`src/rtl/uart_pkg.sv`:
```
// Shared types for the UART transmit frame block: the parity selection
// and the transmit FSM state encoding.
package uart_pkg;

    typedef enum logic [1:0] {
        PAR_NONE = 2'd0,
        PAR_ODD  = 2'd1,
        PAR_EVEN = 2'd2
    } parity_e;

    typedef enum logic [2:0] {
        ST_IDLE   = 3'd0,
        ST_START  = 3'd1,
        ST_DATA   = 3'd2,
        ST_PARITY = 3'd3,
        ST_STOP   = 3'd4
    } tx_state_e;

endpackage

```
`src/rtl/uart_baud_cnt.sv`:
```
// Bit timer: counts clocks while enabled and flags the last clock of each
// line bit. Wraps to zero on that last clock so consecutive bits chain
// without a gap.
module uart_baud_cnt #(
    parameter int CLKS_PER_BIT = 10
) (
    input  logic clk,
    input  logic rst,
    input  logic en,
    input  logic clr,
    output logic bit_end
);

    localparam int CNT_W = (CLKS_PER_BIT > 1) ? $clog2(CLKS_PER_BIT) : 1;

    logic [CNT_W-1:0] cnt;

    assign bit_end = en && (cnt == CNT_W'(CLKS_PER_BIT - 1));

    // Count up while enabled; clear on reset, explicit clear or bit end.
    always_ff @(posedge clk) begin
        if (rst || clr) begin
            cnt <= '0;
        end else if (en) begin
            cnt <= bit_end ? '0 : cnt + CNT_W'(1);
        end
    end

endmodule

```
`src/rtl/uart_tx_frame.sv`:
```
// UART transmitter: start bit, DATA_BITS payload LSB first, optional
// parity, STOP_BITS stop bits. All outputs are registered.
module uart_tx_frame
    import uart_pkg::*;
#(
    parameter int      CLK_FREQ  = 100_000_000,
    parameter int      BAUD_RATE = 115200,
    parameter int      DATA_BITS = 8,
    parameter parity_e PARITY    = PAR_NONE,
    parameter int      STOP_BITS = 1
) (
    input  logic                 iClk,
    input  logic                 iRst,
    input  logic                 iTxStart,
    input  logic [DATA_BITS-1:0] iTxByte,
    output logic                 oTxSerial,
    output logic                 oTxBusy,
    output logic                 oTxDone
);

    localparam int CLKS_PER_BIT = CLK_FREQ / BAUD_RATE;
    localparam int IDX_W        = $clog2(DATA_BITS);

    if (CLKS_PER_BIT < 2) begin : g_bad_cpb
        $error("uart_tx_frame: CLK_FREQ/BAUD_RATE must be at least 2");
    end
    if (DATA_BITS < 5 || DATA_BITS > 9) begin : g_bad_data_bits
        $error("uart_tx_frame: DATA_BITS must be 5..9");
    end
    if (STOP_BITS < 1 || STOP_BITS > 2) begin : g_bad_stop_bits
        $error("uart_tx_frame: STOP_BITS must be 1..2");
    end

    tx_state_e            state, state_n;
    logic [DATA_BITS-1:0] shreg, shreg_n;
    logic                 par_q, par_n;
    logic [IDX_W-1:0]     bit_idx, bit_idx_n;
    logic                 stop_idx, stop_idx_n;
    logic                 serial_n, busy_n, done_n;
    logic                 timer_en, timer_clr, bit_end;

    assign timer_en  = (state != ST_IDLE);
    assign timer_clr = (state == ST_IDLE);

    uart_baud_cnt #(
        .CLKS_PER_BIT(CLKS_PER_BIT)
    ) u_baud (
        .clk    (iClk),
        .rst    (iRst),
        .en     (timer_en),
        .clr    (timer_clr),
        .bit_end(bit_end)
    );

    // Next-state and next-output logic; line level is computed one cycle
    // ahead so oTxSerial can come straight from a flop.
    always_comb begin
        state_n    = state;
        shreg_n    = shreg;
        par_n      = par_q;
        bit_idx_n  = bit_idx;
        stop_idx_n = stop_idx;
        serial_n   = oTxSerial;
        busy_n     = oTxBusy;
        done_n     = 1'b0;
        unique case (state)
            ST_IDLE: begin
                serial_n = 1'b1;
                busy_n   = 1'b0;
                if (iTxStart) begin
                    state_n    = ST_START;
                    shreg_n    = iTxByte;
                    // Parity is fixed at acceptance from the latched payload.
                    par_n      = (^iTxByte) ^ (PARITY == PAR_ODD);
                    bit_idx_n  = '0;
                    stop_idx_n = 1'b0;
                    serial_n   = 1'b0;
                    busy_n     = 1'b1;
                end
            end
            ST_START: begin
                if (bit_end) begin
                    state_n  = ST_DATA;
                    serial_n = shreg[0];
                end
            end
            ST_DATA: begin
                if (bit_end) begin
                    if (bit_idx == IDX_W'(DATA_BITS - 1)) begin
                        if (PARITY != PAR_NONE) begin
                            state_n  = ST_PARITY;
                            serial_n = par_q;
                        end else begin
                            state_n  = ST_STOP;
                            serial_n = 1'b1;
                        end
                    end else begin
                        bit_idx_n = bit_idx + IDX_W'(1);
                        shreg_n   = shreg >> 1;
                        serial_n  = shreg[1];
                    end
                end
            end
            ST_PARITY: begin
                if (bit_end) begin
                    state_n  = ST_STOP;
                    serial_n = 1'b1;
                end
            end
            ST_STOP: begin
                if (bit_end) begin
                    if (stop_idx == 1'(STOP_BITS - 1)) begin
                        state_n  = ST_IDLE;
                        done_n   = 1'b1;
                        busy_n   = 1'b0;
                        serial_n = 1'b1;
                    end else begin
                        stop_idx_n = 1'b1;
                    end
                end
            end
            default: begin
                state_n  = ST_IDLE;
                serial_n = 1'b1;
                busy_n   = 1'b0;
            end
        endcase
    end

    // State and output registers; reset wins over any start request.
    always_ff @(posedge iClk) begin
        if (iRst) begin
            state     <= ST_IDLE;
            shreg     <= '0;
            par_q     <= 1'b0;
            bit_idx   <= '0;
            stop_idx  <= 1'b0;
            oTxSerial <= 1'b1;
            oTxBusy   <= 1'b0;
            oTxDone   <= 1'b0;
        end else begin
            state     <= state_n;
            shreg     <= shreg_n;
            par_q     <= par_n;
            bit_idx   <= bit_idx_n;
            stop_idx  <= stop_idx_n;
            oTxSerial <= serial_n;
            oTxBusy   <= busy_n;
            oTxDone   <= done_n;
        end
    end

endmodule

```
`config.mk`:
```
export PLATFORM = sky130hd
export DESIGN_NAME = uart_tx_frame
export DESIGN_NICKNAME = d
export VERILOG_FILES = /design/src/rtl/uart_pkg.sv /design/src/rtl/uart_baud_cnt.sv /design/src/rtl/uart_tx_frame.sv
export SDC_FILE = /design/constraint.sdc
export NUM_CORES = 1
export LEC_CHECK = 0
export ABC_CLOCK_PERIOD_IN_PS = 3200
export CORE_UTILIZATION = 58
export CTS_BUF_LIST = sky130_fd_sc_hd__clkbuf_4
export CTS_CLUSTER_SIZE = 28
export DETAILED_ROUTE_END_ITERATION = 10
export PLACE_DENSITY = 0.81
export SLEW_MARGIN = 20
export SYNTH_ARGS = -nofsm -noshare
export SYNTH_HDL_FRONTEND = slang
export SYNTH_HIERARCHICAL = 1
export SYNTH_SLANG_ARGS = --single-unit
```
`constraint.sdc`:
```
create_clock -name iClk -period 3.2 [get_ports iClk]
set_input_delay 0.48 -clock iClk [delete_from_list [all_inputs] [get_ports iClk]]
set_output_delay 0.48 -clock iClk [all_outputs]
set_load 0.02 [all_outputs]
```
; ---- Word level (Yosys, flattened, before mapping)
; Index checks and enable logic that the tools add are counted.
[word_totals]
regBits = 28
latchBits = 0
inputBits = 11
output_inout_bits = 3
memories = 0
mem_bits_rw = 0
rom_bits = 0
[op_classes]
n_eq_ne = 14
mul = 0
reduce_logical = 13
n_lt_le_gt_ge = 0
mux = 34
n_shift = 0
n_div = 0
bitwise = 3
add_sub_neg = 2
[ops]
columns = operator, n
row1 = $mux W3, 10
row2 = $mux W8, 3
row3 = $pmux W8 S2, 1
row4 = $pmux W3 S5, 1
row5 = $mux W1, 14
row6 = $add A10 B1 Y10 const B, 1
row7 = $eq A10 B10 Y1 const B, 1
row8 = $mux W10, 1
row9 = $ne A2 B1 Y1 const B, 4
row10 = $ne A2 B2 Y1 const B, 4
row11 = $reduce_and A7 Y1, 1
row12 = $eq A3 B2 Y1 const B, 2
row13 = $eq A3 B3 Y1 const B, 2
row14 = $pmux W3 S2, 1
row15 = $reduce_and A3 Y1, 2
row16 = $reduce_or A3 Y1, 2
row17 = $pmux W1 S5, 1
row18 = $reduce_and A5 Y1, 1
row19 = $reduce_and A4 Y1, 1
row20 = $reduce_bool A2 Y1, 2
row21 = $add A3 B1 Y3 const B, 1
row22 = $eq A3 B1 Y1 const B, 1
row23 = $logic_not A3 Y1, 1
row24 = $not A1 Y1, 3
row25 = other kinds (5), 5

; ---- Logic depth before layout (Yosys ltp)
[depth]
word_depth = 4
mapped_depth = 10
depth_no_buf = 7

; ---- By module
; The synthesis kept the hierarchy.
[by_module_without_submodules]
columns = mod, cells_each, n_inst, area_per_inst_um2, seq_area_each_um2
row1 = uart_tx_frame, 95, 1, 914.6, 340.3
row2 = uart_baud_cnt, 56, 1, 505.5, 200.2

; ---- Worst setup path before layout
; Ideal clock, no wire load.
[synth_timing]
path_kind = register to register
startpoint = register state[0]
endpoint = register bit_idx[1]
arrival_ps = 2499
stages_incl_launch_ff = 11
setup_ps = 117
setup_slack_ps = 584
period_less_slack_ps = 2616
cell_sequence = dfxtp_1 -> clkbuf_1 -> or3_1 -> nand2_1 -> or4b_1 -> nor4_1 -> buf_4 -> nand3b_2 -> a21o_1 -> buf_6 -> a32o_1
[synth_via]
elab_chain_len = 4
[synth_lines]
columns = element, line_no
row1 = from (decl), uart_tx_frame.sv:34  ; tx_state_e state, state_n;
row2 = from (signal assigned), uart_tx_frame.sv:142  ; state <= state_n;
row3 = $reduce_bool A3 Y1, uart_tx_frame.sv:42  ; assign timer_en = (state != ST_IDLE);
row4 = net timer_en, uart_tx_frame.sv:40  ; logic timer_en, timer_clr, bit_end;
row5 = $logic_and A1 B1 Y1, uart_baud_cnt.sv:18  ; assign bit_end = en && (cnt == CNT_W'(CLKS_PER_BIT - 1));
row6 = net bit_end, uart_tx_frame.sv:40
row7 = $ne A2 B1 Y1 (no line), -
row8 = $reduce_and A4 Y1 (no line), -
row9 = to (signal assigned), uart_tx_frame.sv:145  ; bit_idx <= bit_idx_n;
row10 = to (decl), uart_tx_frame.sv:37  ; logic [IDX_W-1:0] bit_idx, bit_idx_n;
; The timed path passes the listed nets, and every way through them passes these cells.
; A chain may end at the register's enable or synchronous reset.

; ---- Worst setup path after layout
[layout_timing]
startpoint = register state[2]
endpoint = register bit_idx[1]
; The elaborated chain is that of the path after synthesis.

==> results.toml <==
[setup_path]
path_class = "flip-flop to flip-flop"
r2r_setup_slack_ns = 0.25
cp_max_fo = 13
r2r_end = "bit_idx[1]"
ff2ff_path_depth = 8
critPathLaunchType = "flip-flop"
worstPathRequired_ns = 3.44
r2r_start = "state[2]"
worstPathCellList = "or3_1 > nand2_1 > or4b_1 > nor4_1 > buf_4 > nand3b_2 > a21o_1 > a32o_1"
cp-end-kind = "flip-flop"
crit_path_top_delay_cell = "dfxtp_1"
arrival_ns = 3.19
max_stage_delay_ns = 0.56

[global_routing]
grt_pass1_vias = 1031
grt_max_degree = 22
grt_util_all_layers_pct = 24.0
antenna_found_initial = 0
grt_overflow = 0
grt_first_pass_wirelength_mm = 4.66

[clock_network]
root_buffer = "clkbuf_4"
ctsHtreeMaxLevel = 1
postCtsHoldBufs = 0
cts.sinks = 27
clk_pin_slew_ns = 0.14
worstSkewPairLatency_ns = 0.32
post_cts_buffers = 0
cts_tree = "yes"
cts_made_buffers = 3
ctsResizeCount = 0
clockBufferDepth = 2

[synthesis]
yosys.area.top_type = "dfxtp_1"
synthTopCellsByCount = "dfxtp_1 (27), o21ai_0 (10), a21oi_1 (9), a31o_1 (8), mux2i_1 (8)"
ys_seq_elements = 27
synth.top_cells.by_area = "dfxtp_1 (38%), mux2i_1 (5.6%), a31o_1 (4.9%), a2111oi_0 (4.3%), o21ai_0 (3.5%)"
synthesis.area_um2 = 1420
synth.avg_cell_area_um2 = 9.40
synth_fp_nets = 165
synth-edff-count = 0
synth_cell_types = 44
async_flop_share_pct = 0
synth_warnings = 6
synthFlopType = "dfxtp_1"
netlist.area_leader.share_pct = 38.1
ys_seq_area_share_pct = 38.1
syn_inst = 151
yosysMostFrequentCell = "dfxtp_1"

[timing]
period_share_pct = 92.3
setup-tns-final_ns = 0
max_freq_mhz = 339
period_needed_ns = 2.95
setup_violations = 0
finalHoldViolCount = 0
rsz0062_at_grt = "false"
report.final.slew_viol_count = 0
finalClockSkew_ns = 0.00330
slew_headroom_pct = 60.1
tightest_slew_ns = 0.596

[place]
dpl_cell_area_um2 = 1540
hpwl_mm = 2.01
dpl.cell_count = 183
gp_congestion = 0.836
port_buffers = 13

[cells_and_area]
stdcell_count = 187
drive_above_1_share_pct = 8.18
design_area_um2 = 1560
antennaDiodeCount = 0
fin_nets = 174
syn2layout_area_growth_pct = 10.0

[hold_path]
worstHoldPathCells = 1
hp-class = "flip-flop to flip-flop"
min_to = "shreg[3]"
worst_hold_startpoint = "shreg[3]"

[drt]
ant_nets = 0
wl_mm = 2.85
drt-initial-drc-count = 35
vias = 1198
route.detailed.drc = 0
routedWlPerCell_um = 15.2
via_per_inst = 6.41
detail_route.first_pass.iterations = 4

[die]
die-height_um = 51.5
dieArea_um2 = 2650
row_count = 17
chipWidth_um = 51.5
core-area_um2 = 2250
start_util_pct = 63.0
ios = 14

[power_and_ir_drop]
peakVddDrop_mv = 0.256
power_density_nw_per_um2 = 358
cellLeakagePower_nw = 0.520

[flow_run]
cap_viol_max_count = 0

[outcome]
status = "finished clean"
layer usage:
layer	part of all wire (%)	up-vias	routed length, um	GRT usage, %
met1	46	544	1300	30.9
met3	6.0	6	170	2.68
met4	1.3	0	38	8.56
li1	-	601	-	-
met5	0	-	0	0
met2	47	47	1340	40.9
layout make-up:
cell class                      count  area [um^2]
Clock inverter                      1         5.00
Inverter                            4         15.0
Sequential cell                    27          541
Clock buffer                        3         22.5
Multi-Input combinational cell    109          800
Tap cell                           28         35.0
Fill cell                         206          692
Timing Repair Buffer               15          145
cells by family (layout without fill, tap and decap cells):
logic type	count (synthesis)	in the layout	synth area share (%)
fa+ha+maj	3	3	2.64
simple gates	48	48	21.2
flops	27	27	38.1
xor+xnor	3	3	1.85
buf+inv	15	23	5.64
compound gates	46	46	24.1
mux	9	9	6.43
critical path, delay by kind of cell (launching register included):
family                 cells  cell delay [ns]
buffers and inverters      1             0.21
AO/OA/AOI/OAI              2             0.67
flip-flops                 1             0.56
AND/OR/NAND/NOR            5             1.42
metrics by stage:
step	hold slack (ns)	setup WS [ns]	utilization, %	total power, mW
finish	0.499	0.246	69.3	0.560
global route	0.518	0.0927	69.3	0.583
CTS	0.502	0.302	69.3	0.563
detailed placement	0.467	0.315	68.1	0.420
global placement	0.460	0.423	68.1	0.417
floorplan	0.444	0.584	-	0.398
placed cells by master (no fill, tap or decap), types with 2 or more instances in the layout:
master and n:
dfxtp_1 27, clkdlybuf4s50_1 13, o21ai_0 10, a21oi_1 9, mux2i_1 8, a31o_1 8, a2111oi_0 7, nor2_1 7
nand3_1 7, or3_1 4, inv_1 4, nor4_1 4, nand3b_1 4, nand4_1 4, nor3_1 3, ha_1 3
clkbuf_4 3, a21o_1 2, a32o_1 2, buf_4 2, nand2_1 2, xor2_1 2, o31ai_1 2, or4_1 2
state kept, by name, summed over array words and instances, names as in the netlist:
signal	count
shreg	8
u_baud/cnt	10
oTxDone	1
bit_idx	3
state	3
oTxSerial	1
oTxBusy	1
worst max-delay path by stage:
stage / start / endpoint / slack [ns] / cells past startpoint
floorplan: state[0] / bit_idx[1] / 0.58 / 10
global route: state[2] / bit_idx[1] / 0.09 / 8
global placement: state[2] / bit_idx[2] / 0.42 / 8
finish: state[2] / bit_idx[1] / 0.25 / 8
detailed placement: state[2] / bit_idx[1] / 0.32 / 8
CTS: state[2] / bit_idx[1] / 0.30 / 8
where the power goes:
part	internal [mW]	switching, mW	total [mW]	leakage [nW]
Clock	0.0469	0.100	0.147	0.0177
Sequential	0.346	0.00740	0.353	0.220
Combinational	0.0300	0.0296	0.0596	0.283
Total	0.423	0.137	0.560	0.520
Power figures use the tool's default switching activity.
